File: src/rtl/lamp_relay_sequencer.sv
// Lamp/relay sequencer: one-hot self-test walk on start1, then staggered relay
// turn-on in RUN once start2 is seen; a fault latches all relays off until cleared.
module lamp_relay_sequencer #(
  parameter int         CH_NUM        = 4,
  parameter logic [7:0] TEST_TICKS    = 8'd25,
  parameter logic [7:0] STAGGER_TICKS = 8'd10
) (
  input  logic              i_clk_50,
  input  logic              i_rst_n,
  input  logic              i_start1,
  input  logic              i_start2,
  input  logic [CH_NUM-1:0] i_cmd,
  input  logic              i_fault,
  input  logic              i_fault_clr,
  output logic [CH_NUM-1:0] o_relay,
  output logic              o_test_busy,
  output logic              o_ready,
  output logic              o_fault,
  output logic [2:0]        o_state
);

  // state | meaning
  // IDLE  | relays off, waiting for start1
  // TEST  | one-hot walk, each channel lit TEST_TICKS cycles
  // WAIT2 | self-test done, waiting for start2
  // RUN   | relays follow i_cmd, turn-ons spaced by STAGGER_TICKS
  // FAULT | relays forced off until i_fault_clr with i_fault low
  typedef enum logic [2:0] {
    ST_IDLE  = 3'd0,
    ST_TEST  = 3'd1,
    ST_WAIT2 = 3'd2,
    ST_RUN   = 3'd3,
    ST_FAULT = 3'd4
  } state_t;

  localparam logic [2:0] LAST_CH = 3'(CH_NUM - 1);
  localparam logic [CH_NUM-1:0] CH0_ONEHOT = {{(CH_NUM-1){1'b0}}, 1'b1};

  state_t            state, state_nxt;
  logic [CH_NUM-1:0] relay_nxt;
  logic [2:0]        ch_idx, ch_idx_nxt;
  logic [7:0]        tick_cnt, tick_nxt;
  logic [7:0]        stag_cnt, stag_nxt;
  logic [CH_NUM-1:0] pending, grant;
  logic              grant_found;

  // Lowest-index pending channel wins the next turn-on slot.
  always_comb begin
    pending     = i_cmd & ~o_relay;
    grant       = '0;
    grant_found = 1'b0;
    for (int i = 0; i < CH_NUM; i++) begin
      if (pending[i] && !grant_found) begin
        grant[i]    = 1'b1;
        grant_found = 1'b1;
      end
    end
  end

  always_comb begin
    state_nxt  = state;
    relay_nxt  = o_relay;
    ch_idx_nxt = ch_idx;
    tick_nxt   = tick_cnt;
    stag_nxt   = stag_cnt;

    if (i_fault && state != ST_FAULT) begin
      state_nxt  = ST_FAULT;
      relay_nxt  = '0;
      ch_idx_nxt = '0;
      tick_nxt   = '0;
      stag_nxt   = '0;
    end else begin
      case (state)
        ST_IDLE: begin
          relay_nxt = '0;
          if (i_start1) begin
            state_nxt  = ST_TEST;
            relay_nxt  = CH0_ONEHOT;
            ch_idx_nxt = '0;
            tick_nxt   = '0;
          end
        end

        ST_TEST: begin
          if (tick_cnt == TEST_TICKS - 8'd1) begin
            tick_nxt = '0;
            if (ch_idx == LAST_CH) begin
              relay_nxt  = '0;
              ch_idx_nxt = '0;
              stag_nxt   = '0;
              state_nxt  = i_start2 ? ST_RUN : ST_WAIT2;
            end else begin
              ch_idx_nxt = ch_idx + 3'd1;
              relay_nxt  = o_relay << 1;
            end
          end else begin
            tick_nxt = tick_cnt + 8'd1;
          end
        end

        ST_WAIT2: begin
          relay_nxt = '0;
          if (i_start2) begin
            state_nxt = ST_RUN;
            stag_nxt  = '0;
          end
        end

        ST_RUN: begin
          // Offs apply immediately; at most one on per stagger window.
          relay_nxt = o_relay & i_cmd;
          if (stag_cnt == 8'd0) begin
            if (grant_found) begin
              relay_nxt = relay_nxt | grant;
              stag_nxt  = STAGGER_TICKS - 8'd1;
            end
          end else begin
            stag_nxt = stag_cnt - 8'd1;
          end
        end

        ST_FAULT: begin
          relay_nxt = '0;
          if (i_fault_clr && !i_fault) state_nxt = ST_IDLE;
        end

        default: begin
          state_nxt = ST_IDLE;
          relay_nxt = '0;
        end
      endcase
    end
  end

  always_ff @(posedge i_clk_50) begin
    if (!i_rst_n) begin
      state       <= ST_IDLE;
      o_relay     <= '0;
      ch_idx      <= '0;
      tick_cnt    <= '0;
      stag_cnt    <= '0;
      o_test_busy <= 1'b0;
      o_ready     <= 1'b0;
      o_fault     <= 1'b0;
      o_state     <= 3'd0;
    end else begin
      state       <= state_nxt;
      o_relay     <= relay_nxt;
      ch_idx      <= ch_idx_nxt;
      tick_cnt    <= tick_nxt;
      stag_cnt    <= stag_nxt;
      o_test_busy <= (state_nxt == ST_TEST);
      o_ready     <= (state_nxt == ST_RUN);
      o_fault     <= (state_nxt == ST_FAULT);
      o_state     <= state_nxt;
    end
  end

endmodule

File: config.mk
export PLATFORM = sky130hd
export DESIGN_NAME = lamp_relay_sequencer
export DESIGN_NICKNAME = d
export VERILOG_FILES = /design/src/rtl/lamp_relay_sequencer.sv
export SDC_FILE = /design/constraint.sdc
export NUM_CORES = 1
export LEC_CHECK = 0
export CAP_MARGIN = 10
export CORE_UTILIZATION = 59
export DETAILED_ROUTE_END_ITERATION = 8
export GPL_TIMING_DRIVEN = 0
export PLACE_DENSITY = 0.87
export REMOVE_ABC_BUFFERS = 1
export SLEW_MARGIN = 40
export SYNTH_ARGS = -nofsm -noshare
export SYNTH_HDL_FRONTEND = slang
export SYNTH_SLANG_ARGS = --single-unit
File: constraint.sdc
create_clock -name i_clk_50 -period 3.95 [get_ports i_clk_50]
set_clock_uncertainty 0.2 [all_clocks]
set_input_delay 0.79 -clock i_clk_50 [delete_from_list [all_inputs] [get_ports i_clk_50]]
set_output_delay 0.79 -clock i_clk_50 [all_outputs]
set_load 0.01 [all_outputs]
==> metrics.txt <==
achievable frequency a little under 0.4 GHz; RSZ-0062 raised after global routing false; ys async rst share 0; largest net degree at the start of global routing 16; net switching power 0.149 mW; number of flops mapped to enable cells by yosys 0; Sw Ratio 0.273; drt pass-1 iters 4; die height about 55 microns; Detailed Place HPWL 2700 microns; worst-margin pin slew 0.677 ns; CP max FO 7; vias in the first global route 1343; yosys warns 0; first-pass GRT wire length 5750 microns; Post-CTS Setup Bufs 0; Hold Crit Class reg -> reg; via count 1551; initial antenna violation count 0; gr usage total 0.273; I/O pins 20; post-CTS sizing 0; Seq/Total Area, Yosys 0.349; antenna viol nets, final 0; share of layout cells above drive strength 1 0.0884; count of cell types in the netlist slightly below 60; clock sink count 29; VDD IR max 0.264 mV; Final Routed Wirelength 3720 microns; Worst EP arrival 2.61 ns; cells after synthesis 194; Clock power frac 0.318; final hold slack 0.279 ns; DIE AREA 3030 sq um; fin area between 1500 and 2000 sq um; Final setup viols 0; total CTS buffers 5; fin crit share 0.642; DRT iter0 DRCs 39; element type at the critical path start primary input; Worst Setup End Kind flip-flop; row cnt 18; sequential share of power 0.557; Worst setup startpoint i_rst_n; max_slew headroom 0.547; Gate power share 0.125; commonest non-fill, non-tap cells in the layout dfxtp_1, nand2_1, nor2_1, clkdlybuf4s50_1, a21oi_1; Vias/cell 6.33; routability cong. 0.776; starting density of the core 0.647; Pleak 0.715 nW; outcome completed; CTS HTree Levels 2; power per cell area 288 nW/um^2; Reg clk slew, reported paths 0.10 ns; post-layout min period 2.54 ns; DP Area 1840 sq um; max_cap viols 0; Skew-Pair Late Insertion Delay 0.34 ns; grt total ovfl 0; clk root buf clkbuf_4; Residual DRC 0; clock buffer depth 2; Port Buf Inserts 19; #FFs+latches synth 29; CTS Hold Bufs 0; Area Overhead vs Synth 13.8%; Worst Path Required just over 4 ns; HP Start ch_idx[2]; setup TNS 0 ns; r2r setup slk 1.68 ns; worst reg2reg path startpoint stag_cnt[0]; mean routed wirelength per cell 15.2 microns; Layout Nets 229; CTS tree yes; WS Path Type in -> reg; die width 55.1 microns; Hold Vio Cnt, Final 0; post-synthesis cell area between 1500 and 2000 sq um; commonest non-fill, non-tap cell in the layout dfxtp_1; Top FF cell, synth dfxtp_1; Int Pwr 0.395 mW; Slew Limit Fails 0; diodes inserted 0; Avg Cell Area, Syn 8.56 sq um; Core Box Area 2570 sq um
[logic make-up after synthesis]
| family | synth area share |
|---|---|
| AND/OR/NAND/NOR | 0.283 |
| flip-flops | 0.349 |
| adder cells (fa/ha/maj) | 0.0377 |
| XOR/XNOR | 0.00527 |
| multiplexers | 0.00602 |
| AO/OA/AOI/OAI | 0.268 |
| buffers and inverters | 0.0504 |
[power groups by stage]
| stage | logic [mW] | clock network, mW | registers (mW) |
|---|---|---|---|
| final | 0.0677 | 0.173 | 0.303 |
| after global routing | 0.0739 | 0.184 | 0.304 |
| after CTS | 0.0673 | 0.177 | 0.303 |
| after detailed placement | 0.0670 | 0 | 0.310 |
| after global placement | 0.0647 | 0 | 0.309 |
| after floorplan | 0.0382 | 0 | 0.310 |
[synthesized netlist by cell type (2+ instances only)]
cell type | number | area share
nor3_1 | 2 | 0.0060
a21oi_1 | 12 | 0.036
a41oi_1 | 3 | 0.016
a311oi_1 | 2 | 0.011
o21a_1 | 5 | 0.023
a31oi_1 | 4 | 0.015
nand3b_1 | 4 | 0.018
ha_1 | 5 | 0.038
inv_1 | 9 | 0.020
and3_1 | 3 | 0.011
o21ai_0 | 10 | 0.030
a32oi_1 | 4 | 0.021
a22oi_1 | 4 | 0.018
nand3_1 | 7 | 0.021
nand2b_1 | 4 | 0.015
buf_6 | 3 | 0.020
and2_1 | 3 | 0.011
dfxtp_1 | 29 | 0.35
nor4_1 | 3 | 0.011
nand2_1 | 19 | 0.043
or3b_1 | 3 | 0.016
nor2_1 | 19 | 0.043
[flip-flops by register name, indices dropped and copies added, names as in the netlist]
signal,flops
stag_cnt,8
tick_cnt,8
o_relay,4
ch_idx,3
state,3
o_fault,1
o_ready,1
o_test_busy,1
[worst paths after layout]
kind / end / cells past startpoint
setup / recovery: stag_cnt[7] / 6
hold / removal: ch_idx[2] / 1
setup reg to reg: stag_cnt[3] / 7
hold reg to reg: ch_idx[2] / 1
[worst max-delay path, stage by stage]
cell	delay [ns]
clkdlybuf4s50_1	0.58
or3b_1	0.45
a211o_1	0.31
nor4_1	0.28
nor2_1	0.07
a31oi_1	0.14
[routing by layer]
metal | GRT usage | vias to the layer above | part of all wire | wire (microns)
li1 | - | 771 | - | -
met5 | 0 | - | 0 | 0
met1 | 0.286 | 733 | 0.42 | 1570
met2 | 0.500 | 40 | 0.51 | 1900
met3 | 0.0574 | 7 | 0.046 | 171
met4 | 0.150 | 0 | 0.022 | 82
[layout make-up]
type | instances | area (sq um)
Clock inverter | 2 | 10.0
Clock buffer | 6 | 41.3
Inverter | 9 | 33.8
Fill cell | 216 | 677
Timing Repair Buffer | 19 | 190
Multi-Input combinational cell | 150 | 997
Sequential cell | 29 | 581
Tap cell | 30 | 37.5
[through the flow]
stage,util,instances,setup WS (ns),power [mW]
after floorplan,-,188,1.82,0.348
after global placement,0.716,237,1.13,0.374
after detailed placement,0.716,237,1.07,0.377
after CTS,0.736,245,1.42,0.547
after global routing,0.736,245,1.25,0.562
final,0.736,245,1.41,0.544
No activity file was read; power rests on OpenSTA's default activity.
